### config.mk
export PLATFORM = sky130hd
export DESIGN_NAME = branch_resolver
export DESIGN_NICKNAME = d
export VERILOG_FILES = /design/src/rtl/branch_resolver.sv
export SDC_FILE = /design/constraint.sdc
export NUM_CORES = 1
export LEC_CHECK = 0
export CAP_MARGIN = 5
export CORE_MARGIN = 2
export CORE_UTILIZATION = 55
export DETAILED_ROUTE_END_ITERATION = 16
export GPL_TIMING_DRIVEN = 1
export PLACE_DENSITY = 0.95
export SKIP_CTS_REPAIR_TIMING = 1
export SLEW_MARGIN = 5
export SYNTH_ARGS = -nofsm -noshare
export SYNTH_HDL_FRONTEND = slang
export SYNTH_SLANG_ARGS = --single-unit
### constraint.sdc
create_clock -name clk -period 3.6 [get_ports clk]
set_input_delay 0.54 -clock clk [delete_from_list [all_inputs] [get_ports clk]]
set_output_delay 0.54 -clock clk [all_outputs]
set_load 0.1 [all_outputs]
### src/rtl/branch_resolver.sv
// Branch resolution FSM: steers the compare unit, waits for its flags and the
// delay-slot issue, then emits a one-cycle PC redirect for taken branches.
module branch_resolver #(
   parameter int CMP_TIMEOUT = 15
) (
   input  logic        clk,
   input  logic        rst_n,
   input  logic        br_valid,
   output logic        br_ready,
   input  logic [2:0]  br_op,
   input  logic [31:0] br_pc,
   input  logic [15:0] br_offset,
   output logic        cmp_signed,
   input  logic        cmp_valid,
   input  logic        cmp_equal,
   input  logic        cmp_small,
   input  logic        slot_done,
   input  logic        flush,
   output logic        redirect,
   output logic [31:0] redirect_pc,
   output logic        err,
   output logic        busy
);

   localparam int CNT_W = (CMP_TIMEOUT < 2) ? 1 : $clog2(CMP_TIMEOUT + 1);

   localparam logic [2:0] OP_BEQ  = 3'b000;
   localparam logic [2:0] OP_BNE  = 3'b001;
   localparam logic [2:0] OP_BLT  = 3'b010;
   localparam logic [2:0] OP_BGE  = 3'b011;
   localparam logic [2:0] OP_BLTU = 3'b100;
   localparam logic [2:0] OP_BGEU = 3'b101;
   localparam logic [2:0] OP_J    = 3'b110;

   typedef enum logic [1:0] {
      ST_IDLE,
      ST_WAIT_CMP,
      ST_WAIT_SLOT,
      ST_REDIRECT
   } state_t;

   function automatic logic eval_taken(input logic [2:0] op,
                                       input logic       eq,
                                       input logic       lt);
      logic t;
      case (op)
         OP_BEQ:  t = eq;
         OP_BNE:  t = ~eq;
         OP_BLT:  t = lt;
         OP_BGE:  t = ~lt;
         OP_BLTU: t = lt;
         OP_BGEU: t = ~lt;
         OP_J:    t = 1'b1;
         default: t = 1'b0;
      endcase
      eval_taken = t;
   endfunction

   function automatic logic is_signed_op(input logic [2:0] op);
      is_signed_op = (op == OP_BLT) || (op == OP_BGE);
   endfunction

   state_t            state;
   state_t            state_nxt;
   logic [2:0]        op_q;
   logic [31:0]       target_q;
   logic              taken_q;
   logic              taken_nxt;
   logic              slot_seen_q;
   logic              slot_seen_nxt;
   logic [CNT_W-1:0]  tmo_cnt;
   logic [CNT_W-1:0]  tmo_cnt_nxt;
   logic              timeout;
   logic              accept;
   logic              cmp_taken;
   logic              slot_now;
   logic              tmo_last;
   logic              cmp_signed_nxt;
   logic              redirect_nxt;
   logic [31:0]       redirect_pc_nxt;
   logic              err_nxt;
   logic signed [31:0] off_bytes;
   logic [31:0]       target_calc;

   // Word offset scaled to bytes; the sum wraps silently modulo 2^32.
   assign off_bytes   = {{14{br_offset[15]}}, br_offset, 2'b00};
   assign target_calc = br_pc + 32'd4 + $unsigned(off_bytes);

   assign accept    = br_valid & br_ready;
   assign cmp_taken = eval_taken(op_q, cmp_equal, cmp_small);
   assign slot_now  = slot_seen_q | slot_done;
   assign tmo_last  = (tmo_cnt == CNT_W'(CMP_TIMEOUT - 1));

   always_ff @(posedge clk or negedge rst_n) begin
      if (!rst_n) begin
         state <= ST_IDLE;
      end else begin
         state <= state_nxt;
      end
   end

   always_comb begin
      state_nxt     = state;
      timeout       = 1'b0;
      taken_nxt     = taken_q;
      slot_seen_nxt = slot_seen_q;
      tmo_cnt_nxt   = tmo_cnt;
      case (state)
         ST_IDLE: begin
            if (accept) begin
               state_nxt     = (br_op == OP_J) ? ST_WAIT_SLOT : ST_WAIT_CMP;
               taken_nxt     = (br_op == OP_J);
               slot_seen_nxt = 1'b0;
               tmo_cnt_nxt   = '0;
            end
         end
         ST_WAIT_CMP: begin
            if (cmp_valid) begin
               taken_nxt = cmp_taken;
               if (slot_now) begin
                  state_nxt = cmp_taken ? ST_REDIRECT : ST_IDLE;
               end else begin
                  state_nxt = ST_WAIT_SLOT;
               end
            end else begin
               slot_seen_nxt = slot_now;
               tmo_cnt_nxt   = tmo_cnt + CNT_W'(1);
               if (tmo_last) begin
                  state_nxt = ST_IDLE;
                  timeout   = 1'b1;
               end
            end
         end
         ST_WAIT_SLOT: begin
            if (slot_done) begin
               state_nxt = taken_q ? ST_REDIRECT : ST_IDLE;
            end
         end
         ST_REDIRECT: state_nxt = ST_IDLE;
         default:     state_nxt = ST_IDLE;
      endcase
      // An abort overrides every resolution or timeout in the same cycle.
      if (flush) begin
         state_nxt = ST_IDLE;
         timeout   = 1'b0;
      end
   end

   always_comb begin
      br_ready        = (state == ST_IDLE) & ~flush;
      busy            = (state != ST_IDLE);
      redirect_nxt    = (state_nxt == ST_REDIRECT);
      redirect_pc_nxt = redirect_nxt ? target_q : 32'd0;
      err_nxt         = timeout;
      if (state_nxt == ST_IDLE) begin
         cmp_signed_nxt = 1'b0;
      end else if (accept) begin
         cmp_signed_nxt = is_signed_op(br_op);
      end else begin
         cmp_signed_nxt = cmp_signed;
      end
   end

   always_ff @(posedge clk or negedge rst_n) begin
      if (!rst_n) begin
         taken_q     <= 1'b0;
         slot_seen_q <= 1'b0;
         tmo_cnt     <= '0;
         cmp_signed  <= 1'b0;
         redirect    <= 1'b0;
         redirect_pc <= 32'd0;
         err         <= 1'b0;
      end else begin
         taken_q     <= taken_nxt;
         slot_seen_q <= slot_seen_nxt;
         tmo_cnt     <= tmo_cnt_nxt;
         cmp_signed  <= cmp_signed_nxt;
         redirect    <= redirect_nxt;
         redirect_pc <= redirect_pc_nxt;
         err         <= err_nxt;
      end
   end

   always_ff @(posedge clk) begin
      if (accept) begin
         op_q     <= br_op;
         target_q <= target_calc;
      end
   end

   // Redirect and timeout come from mutually exclusive transitions.
   assert property (@(posedge clk) disable iff (!rst_n) !(redirect && err));
   assert property (@(posedge clk) disable iff (!rst_n) br_ready |-> !busy);

endmodule

==> out/results.txt, run 1 <==
cell family with most CP delay -> compound AO/OA/AOI/OAI gates
Yosys Warn Count -> 0
H-tree levels -> 3
Synth Flop Type -> dfrtp_1
post-DP HPWL -> 6902 µm
final setup TNS -> 0 ns
Hold Crit Class -> in2async
post-route ant nets -> 0
Mapped Area -> 4509 µm²
Seq cells post-synth -> 78
Max Slew Vio Count -> 0
Gate Count Post-Synth -> 388
Die W -> 94.55 µm
endpoints failing hold -> 0
period utilisation layout -> 92.38%
initial antenna violation count -> 0
WP data required -> 3.67 ns
CP Buf/Inv Count -> 1
first-pass detailed-route iteration total -> 4
CP Launch Type -> input port
total CTS buffers -> 9
Net count, final -> 615
synthesized area per cell -> 11.62 µm²
Place WS -> -0.02681 ns
Finished Cell Area -> 5852 µm²
Crit. End Element -> register
DR vias -> 3337
filler cell count -> 523
CP peak stage delay -> 0.43 ns
run status -> completed
Setup CP Type -> in2reg
Starting Density -> 55.72%
core area -> 8093 µm²
DR WL/cell -> 14.49 µm
Max rail drop VDD -> 168.9 µV
die footprint -> 8939 µm²
RSZ-0062 raised after global routing -> no
port bufs -> 95
Yosys cell types -> 64
Worst-path clk slew -> 0.07 ns
clock latency on the worst-skew pair -> 0.33 ns
Antenna Cells -> 0
Max clock buf depth -> 2
Layout Utilization -> 72.31%
GRT Resource Usage Total -> 20.16%
total gr overflow -> 0
max cap viols -> 0
Async SR Flop Fraction -> 55.13%
placement-stage cell area -> 5614 µm²
routability congestion estimate -> 0.9436
Final min period -> 3.326 ns
clk sink count -> 78
vias in the first global route -> 3227
Die Y -> 94.55 µm
TritonCTS clock tree -> done
total wire length -> 8781 µm
pwr/cell area -> 417.6 nW/µm²
Seq/Total Area, Yosys -> 47.17%
Worst path slowest cell -> fa_1
final worst slack -> 0.2745 ns
first-pass GRT wire length -> 14260 µm
Site Rows -> 33
routed vias/inst -> 5.507
# setup viols final -> 0
CP most frequent cell -> ha_1
share of cells above drive strength 1 -> 9.182%
largest net degree at the start of global routing -> 44
slew of the pin with the lowest slew margin -> 1.018 ns
DR iter-0 viols -> 167
Post-Syn Nets -> 507
root buf cell -> clkbuf_8
maximum clock rate -> 0.3007 GHz
worst path arrival time -> 3.40 ns
Pleak -> 2.585 nW
DRC viols -> 0
Max-slew headroom -> 31.92%
crit-path cells -> clkdlybuf4s50_1 > ha_1 > ha_1 > fa_1 > a211oi_2 > nor2_2 > nor3_2 > o31ai_2 > a21o_1 > a21oi_1 > o21a_1 > mux2i_1 > o2111ai_1
clock skew -> 0.006835 ns
I/O pins -> 96
Crit Path Max Fanout -> 4
P&R area growth vs syn -> 29.77%
EDFF count, synth -> 35
-- cells in the mapped netlist, types with 5 or more instances --
master    instances  area share, %
nand4_1           6           0.83
nor3_1            7           0.78
xor2_1           10            1.9
inv_1            18            1.5
ha_1             59             16
nand2_1          17            1.4
o21ai_0          16            1.8
a21o_1            9            1.5
nand3_1           5           0.55
and2_1           32            4.4
a21oi_1          26            2.9
xnor2_1          16            3.1
dfrtp_1          43             24
edfxtp_1         35             23
nor2_1           14            1.2
-- metal layers --
metal  up-vias  routed length (µm)  track usage (%)
li1       1641                   -                -
met1      1560                3739            24.83
met2       118                4385            35.95
met3        18                 495            3.272
met4         0                 160            7.005
met5         -                   0                0
-- cell families after synthesis --
kind of cell             synth area share, %
buffers and inverters                  2.552
XOR/XNOR                               5.050
flip-flops                             47.17
AO/OA/AOI/OAI                          13.87
multiplexers                          0.2220
adder cells (fa/ha/maj)                16.81
AND/OR/NAND/NOR                        14.32
-- cells in the final DEF (no fill, tap or decap), drive strengths merged, types with 5 or more instances in the layout --
cell type,n
clkdlybuf4s50,93
ha,59
dfrtp,43
edfxtp,35
and2,32
a21oi,27
inv,19
o21ai,19
nand2,18
xnor2,16
nor2,16
a21o,11
clkbuf,11
xor2,10
buf,10
nor3,8
nand4,6
a31oi,6
nand3,5
-- worst register-to-register path, cell delays in order, from the launching register on --
cell      delay (ns)
edfxtp_1        0.41
nor2b_1         0.13
a211oi_1        0.06
a21oi_1         0.18
xnor2_1         0.13
or2_1           0.25
a31oi_2         0.25
nor2b_4         0.50
and2_1          0.23
-- area by class of cell --
class                           count  area, µm²  area share (%)
Tap cell                          105      131.4           2.245
Clock inverter                      5      106.4           1.817
Clock buffer                       11      131.4           2.245
Inverter                           18      67.56           1.155
Timing Repair Buffer              103       1016           17.36
Sequential cell                    78       2127           36.35
Multi-Input combinational cell    286       2272           38.83
-- registers in the layout, summed over array words and instances, names as in the netlist --
name and flops:
redirect_pc 32, target_q 32, tmo_cnt 4, op_q 3
state 2, cmp_signed 1, err 1, redirect 1
slot_seen_q 1, taken_q 1
-- stage by stage --
stage / total power [W] / cells / hold WS (ns)
after CTS: 0.002451 / 606 / 0.3547
after global routing: 0.002572 / 606 / 0.4045
after detailed placement: 0.001700 / 590 / 0.4336
after floorplan: 0.001496 / 388 / 0.2444
after global placement: 0.001671 / 590 / 0.4282
final: 0.002444 / 606 / 0.3369
-- report_power, final --
| group | total (W) | switching, W | internal, W |
|---|---|---|---|
| clock network | 0.000754 | 0.000290 | 0.000464 |
| registers | 0.00104 | 0.0000229 | 0.00102 |
| logic | 0.000651 | 0.000373 | 0.000278 |
-- worst paths after layout --
| check | to | cells after the start | slack [ns] | start |
|---|---|---|---|---|
| worst max register to register | redirect_pc[25] | 8 | 1.40 | op_q[1] |
| min in group clk | redirect_pc[18] | 1 | 0.45 | target_q[18] |
| worst min register to register | redirect_pc[18] | 1 | 0.45 | target_q[18] |
| max in group asynchronous | redirect_pc[17] | 1 | 2.71 | rst_n |
| worst max-delay path | target_q[21] | 13 | 0.27 | br_pc[3] |
| worst min-delay path | tmo_cnt[0] | 1 | 0.34 | rst_n |
(Power assumes the default switching activity.)
==> run 2: changes to the inputs <==
--- a/config.mk
+++ b/config.mk
@@ -10,7 +10,9 @@
 export CORE_UTILIZATION = 55
 export DETAILED_ROUTE_END_ITERATION = 16
 export GPL_TIMING_DRIVEN = 1
+export HOLD_SLACK_MARGIN = 0.08
 export PLACE_DENSITY = 0.95
+export REMOVE_ABC_BUFFERS = 1
 export SKIP_CTS_REPAIR_TIMING = 1
 export SLEW_MARGIN = 5
 export SYNTH_ARGS = -nofsm -noshare
==> run 2 against run 1 <==
  * Count of clock-buffer cells in the layout unchanged
  * Via count increased by 1.7%
  * Global-route usage increased by 1.6 points
  * Sequential share of layout area increased by 0.26 points
  * Final cell count unchanged
  * Register-to-register slack got worse by 0.11 ns
  * Die area unchanged
  * Core utilization decreased by 0.51 points
  * Clock power decreased by 7.3%
  * Setup slack got worse by 0.12 ns
==> out/results.txt, run 2 (synthesis gave the netlist of run 1 again) <==
DR iter-0 viols -> 196 (was 167)
port bufs -> 95 (unchanged)
die footprint -> 8939 µm² (unchanged)
Pwr Total -> 0.002394 W (was 0.002444 W)
total CTS buffers -> 9 (unchanged)
first-pass detailed-route iteration total -> 4 (unchanged)
commonest non-fill, non-tap cell in the layout -> clkdlybuf4s50_1 (unchanged)
Worst-path clk slew -> 0.08 ns (was 0.07 ns)
worst path arrival time -> 3.52 ns (was 3.40 ns)
WP data required -> 3.68 ns (was 3.67 ns)
# setup viols final -> 0 (unchanged)
initial antenna violation count -> 0 (unchanged)
Max Slew Vio Count -> 0 (unchanged)
Max clock buf depth -> 2 (unchanged)
clk sink count -> 78 (unchanged)
clock skew -> 0.008847 ns (was 0.006835 ns)
Pleak -> 2.573 nW (was 2.585 nW)
total gr overflow -> 0 (unchanged)
CP Launch Type -> input port (unchanged)
Crit. End Element -> register (unchanged)
period utilisation layout -> 95.63% (was 92.38%)
most frequent cells in the layout -> clkdlybuf4s50_1 (93), ha_1 (59), dfrtp_1 (43) (unchanged)
post-route ant nets -> 0 (unchanged)
endpoints failing hold -> 0 (unchanged)
final worst slack -> 0.1573 ns (was 0.2745 ns)
post-DP HPWL -> 7155 µm (was 6902 µm)
total wire length -> 9394 µm (was 8781 µm)
Max-slew headroom -> 31.46% (was 31.92%)
slew of the pin with the lowest slew margin -> 1.025 ns (was 1.018 ns)
clock latency on the worst-skew pair -> 0.34 ns (was 0.33 ns)
Place WS -> -0.2010 ns (was -0.02681 ns)
GRT Resource Usage Total -> 21.77% (was 20.16%)
R2R Path Start -> op_q[1] (unchanged)
routed vias/inst -> 5.602 (was 5.507)
Final min period -> 3.443 ns (was 3.326 ns)
DR WL/cell -> 15.50 µm (was 14.49 µm)
Die W -> 94.55 µm (unchanged)
filler cell count -> 555 (was 523)
maximum clock rate -> 0.2905 GHz (was 0.3007 GHz)
RSZ-0062 raised after global routing -> no (unchanged)
Max rail drop VDD -> 200.8 µV (was 168.9 µV)
flop2flop setup slack -> 1.29 ns (was 1.40 ns)
H-tree levels -> 3 (unchanged)
share of cells above drive strength 1 -> 9.182% (unchanged)
Die Y -> 94.55 µm (unchanged)
Site Rows -> 33 (unchanged)
I/O pins -> 96 (unchanged)
Starting Density -> 55.72% (unchanged)
largest net degree at the start of global routing -> 44 (unchanged)
Layout Utilization -> 71.80% (was 72.31%)
R2R depth -> 8 (unchanged)
root buf cell -> clkbuf_8 (unchanged)
Hold Crit Class -> in2async (unchanged)
Net count, final -> 615 (unchanged)
TritonCTS clock tree -> done (unchanged)
Antenna Cells -> 0 (unchanged)
DR vias -> 3395 (was 3337)
run status -> completed (unchanged)
vias in the first global route -> 3279 (was 3227)
pwr/cell area -> 411.9 nW/µm² (was 417.6 nW/µm²)
P&R area growth vs syn -> 28.86% (was 29.77%)
r2r endpoint -> redirect_pc[23] (was redirect_pc[25])
final setup TNS -> 0 ns (unchanged)
max cap viols -> 0 (unchanged)
first-pass GRT wire length -> 15010 µm (was 14260 µm)
routability congestion estimate -> 0.9387 (was 0.9436)
Setup CP Type -> in2reg (unchanged)
Crit Path Max Fanout -> 4 (unchanged)
core area -> 8093 µm² (unchanged)
DRC viols -> 0 (unchanged)
Largest regs -> redirect_pc (32), target_q (32), tmo_cnt (4) (unchanged)
run 2: cell count changes in the layout (fill, tap and decap cells not counted), sizes merged:
cell / change
bufinv: -1
clkinvlp: -1
clkinv: +2
run 2: routing by layer:
layer  share of wire (%)  GRT usage (%)  wire, µm  vias up
met1                  40          25.55      3747     1581
met5                   0              0         0        -
met2                  51          38.15      4761      139
li1                    -              -         -     1641
met4                 4.0          13.04       377        0
met3                 5.4          2.713       508       34
run 2: final cells by class:
type                            count  area (µm²)  share of cell area [%]
Clock inverter                      5       82.58                   1.421
Clock buffer                       11       131.4                   2.261
Tap cell                          105       131.4                   2.261
Inverter                           18       67.56                   1.163
Sequential cell                    78        2127                   36.61
Timing Repair Buffer              103        1003                   17.27
Multi-Input combinational cell    286        2267                   39.02
run 2: stage by stage:
step / hold WS [ns] / cell area (µm²) / instances
6_report: 0.3179 / 5811 / 606
5_1_grt: 0.4115 / 5811 / 606
4_1_cts: 0.3491 / 5811 / 606
3_5_place_dp: 0.4318 / 5597 / 590
3_3_place_gp: 0.4309 / 5597 / 590
2_1_floorplan: 0.2444 / 4462 / 382
run 2: worst max-delay path: stages:
cell and delay, ns:
clkdlybuf4s50_1 0.40, ha_1 0.30, ha_1 0.25, fa_1 0.44, a211oi_2 0.29, nor2_2 0.12, nor3_2 0.18, o31ai_2 0.12
a21o_1 0.20, a21oi_1 0.14, o21a_1 0.19, mux2i_1 0.23, o2111ai_1 0.13
run 2: worst max path at each step:
stage / startpoint / endpoint / slack, ns / cells after the start
2_1_floorplan: state[1] / redirect_pc[0] / -0.41 / 9
3_3_place_gp: br_pc[3] / target_q[21] / 0.07 / 13
3_5_place_dp: br_pc[3] / target_q[21] / -0.20 / 13
4_1_cts: br_offset[1] / target_q[21] / 0.16 / 13
5_1_grt: br_offset[1] / target_q[31] / 0.02 / 13
6_report: br_pc[3] / target_q[21] / 0.16 / 13
run 2: report_power, final:
group	total (W)	internal, W	switching, W
registers	0.00104	0.00102	0.0000200
clock network	0.000699	0.000394	0.000305
logic	0.000659	0.000277	0.000382
total	0.00239	0.00169	0.000707
==> run 3: changes to the inputs <==
--- a/config.mk
+++ b/config.mk
@@ -6,6 +6,7 @@
 export NUM_CORES = 1
 export LEC_CHECK = 0
 export CAP_MARGIN = 5
+export CORE_ASPECT_RATIO = 0.6
 export CORE_MARGIN = 2
 export CORE_UTILIZATION = 55
 export DETAILED_ROUTE_END_ITERATION = 16
==> constraint.sdc (replaced) <==
create_clock -name clk -period 3.6 [get_ports clk]
set_input_delay 0.9 -clock clk [delete_from_list [all_inputs] [get_ports clk]]
set_output_delay 0.9 -clock clk [all_outputs]
set_load 0.1 [all_outputs]
==> run 3 against run 2 <==
  * Clock skew decreased by 0.0040 ns
  * Count of clock-buffer cells in the layout rose by 1
  * Sequential share of layout area is 3.2 points lower
  * Via count grew 11%
  * Largest power group unchanged
  * Highest routed layer unchanged
  * Worst hold slack better by 0.13 ns
  * Combinational power is 23% higher
  * Die area rose by 0.27%
==> out/results.txt, run 3 (synthesis gave the netlist of run 1 again) <==
share of cells above drive strength 1 -> 22.12% (was 9.182%)
Layout Utilization -> 80.51% (was 71.80%)
H-tree levels -> 3 (unchanged)
endpoints failing hold -> 0 (unchanged)
commonest non-fill, non-tap cell in the layout -> clkdlybuf4s50_1 (unchanged)
Max Slew Vio Count -> 0 (unchanged)
core area -> 7914 µm² (was 8093 µm²)
P&R area growth vs syn -> 41.29% (was 28.86%)
Hold Crit Class -> reg2reg (was in2async)
Largest regs -> redirect_pc (32), target_q (32), tmo_cnt (4) (unchanged)
Site Rows -> 25 (was 33)
initial antenna violation count -> 0 (unchanged)
Max rail drop VDD -> 411.8 µV (was 200.8 µV)
most frequent cells in the layout -> clkdlybuf4s50_1 (73), buf_4 (69), ha_1 (53) (was clkdlybuf4s50_1 (93), ha_1 (59), dfrtp_1 (43))
largest net degree at the start of global routing -> 44 (unchanged)
total wire length -> 11460 µm (was 9394 µm)
Starting Density -> 56.98% (was 55.72%)
crit-path cells -> clkdlybuf4s50_1 > ha_1 > ha_1 > o21ai_0 > o21bai_1 > a21oi_1 > buf_4 > or3_1 > nand2_2 > o2111ai_4 > a31oi_4 > nand4_1 > o311ai_2 (was clkdlybuf4s50_1 > ha_1 > ha_1 > fa_1 > a211oi_2 > nor2_2 > nor3_2 > o31ai_2 > a21o_1 > a21oi_1 > o21a_1 > mux2i_1 > o2111ai_1)
Worst path slowest cell -> clkdlybuf4s50_1 (was fa_1)
DRC viols -> 0 (unchanged)
DR vias -> 3754 (was 3395)
Finished Cell Area -> 6371 µm² (was 5811 µm²)
CP Launch Type -> input port (unchanged)
Die W -> 120.9 µm (was 94.55 µm)
maximum clock rate -> 0.2810 GHz (was 0.2905 GHz)
routability congestion estimate -> 0.9423 (was 0.9387)
CP Buf/Inv Count -> 2 (was 1)
die footprint -> 8963 µm² (was 8939 µm²)
pwr/cell area -> 443.1 nW/µm² (was 411.9 nW/µm²)
Crit. End Element -> register (unchanged)
cell family with most CP delay -> compound AO/OA/AOI/OAI gates (unchanged)
WP data required -> 3.74 ns (was 3.68 ns)
Final min period -> 3.559 ns (was 3.443 ns)
I/O pins -> 96 (unchanged)
TritonCTS clock tree -> done (unchanged)
Die Y -> 74.14 µm (was 94.55 µm)
port bufs -> 95 (unchanged)
vias in the first global route -> 3677 (was 3279)
total CTS buffers -> 9 (unchanged)
Crit Path Max Fanout -> 3 (was 4)
Max clock buf depth -> 2 (unchanged)
Net count, final -> 661 (was 615)
period utilisation layout -> 98.86% (was 95.63%)
total gr overflow -> 0 (unchanged)
post-DP HPWL -> 8059 µm (was 7155 µm)
Max-slew headroom -> 33.24% (was 31.46%)
final std cells w/o fill -> 655 (was 606)
DR WL/cell -> 17.50 µm (was 15.50 µm)
worst path arrival time -> 3.69 ns (was 3.52 ns)
CP peak stage delay -> 0.42 ns (was 0.44 ns)
clk sink count -> 78 (unchanged)
root buf cell -> clkbuf_16 (was clkbuf_8)
max cap viols -> 0 (unchanged)
Antenna Cells -> 0 (unchanged)
Pwr Total -> 0.002823 W (was 0.002394 W)
clock latency on the worst-skew pair -> 0.33 ns (was 0.34 ns)
post-route ant nets -> 0 (unchanged)
placement-stage cell area -> 5891 µm² (was 5597 µm²)
run status -> completed (unchanged)
routed vias/inst -> 5.731 (was 5.602)
slew of the pin with the lowest slew margin -> 0.9983 ns (was 1.025 ns)
CP most frequent cell -> ha_1 (unchanged)
GRT Resource Usage Total -> 25.31% (was 21.77%)
placed cell count -> 635 (was 590)
Pleak -> 2.920 nW (was 2.573 nW)
# setup viols final -> 0 (unchanged)
first-pass GRT wire length -> 17370 µm (was 15010 µm)
clock skew -> 0.004896 ns (was 0.008847 ns)
Setup CP Type -> in2reg (unchanged)
first-pass detailed-route iteration total -> 5 (was 4)
filler cell count -> 443 (was 555)
Worst-path clk slew -> 0.06 ns (was 0.08 ns)
DR iter-0 viols -> 351 (was 196)
run 3: final timing paths:
check / start / end / slack, ns / cells past startpoint
setup reg to reg: state[1] / redirect_pc[23] / 1.22 / 9
setup / recovery: br_pc[5] / target_q[30] / 0.04 / 13
hold reg to reg: target_q[22] / redirect_pc[22] / 0.45 / 1
hold / removal: target_q[22] / redirect_pc[22] / 0.45 / 1
min in group asynchronous: rst_n / redirect_pc[11] / 0.72 / 1
max in group asynchronous: rst_n / redirect_pc[24] / 2.26 / 1
run 3: metal layers:
| layer | vias to the layer above | GRT usage [%] | wire (µm) |
|---|---|---|---|
| met5 | - | 0 | 0 |
| met4 | 0 | 12.53 | 355 |
| met3 | 35 | 5.521 | 806 |
| met2 | 184 | 44.38 | 5548 |
| met1 | 1796 | 30.29 | 4751 |
| li1 | 1739 | - | - |
run 3: stage by stage:
step / worst slack (ns) / hold slack [ns] / TNS (ns)
after detailed placement: -0.3960 / 0.4340 / -2.782
after global routing: -0.1127 / 0.4573 / -0.1922
after CTS: -0.06825 / 0.4470 / -0.1604
after global placement: -0.2684 / 0.4277 / -1.421
final: 0.04091 / 0.4459 / 0
after floorplan: -0.4105 / 0.4271 / -13.50
run 3: final cells by class:
type / count / area, µm² / share of cell area [%]
multi-input combinational: 286 / 2376 / 37.29
clock buffer: 12 / 279.0 / 4.379
timing repair buffer: 149 / 1336 / 20.97
tap: 108 / 135.1 / 2.121
inverter: 18 / 67.56 / 1.060
sequential: 78 / 2127 / 33.39
clock inverter: 4 / 50.05 / 0.7855
run 3: power breakdown:
group / internal [W] / switching (W)
registers: 0.00102 / 0.0000216
logic: 0.000365 / 0.000445
clock network: 0.000620 / 0.000354
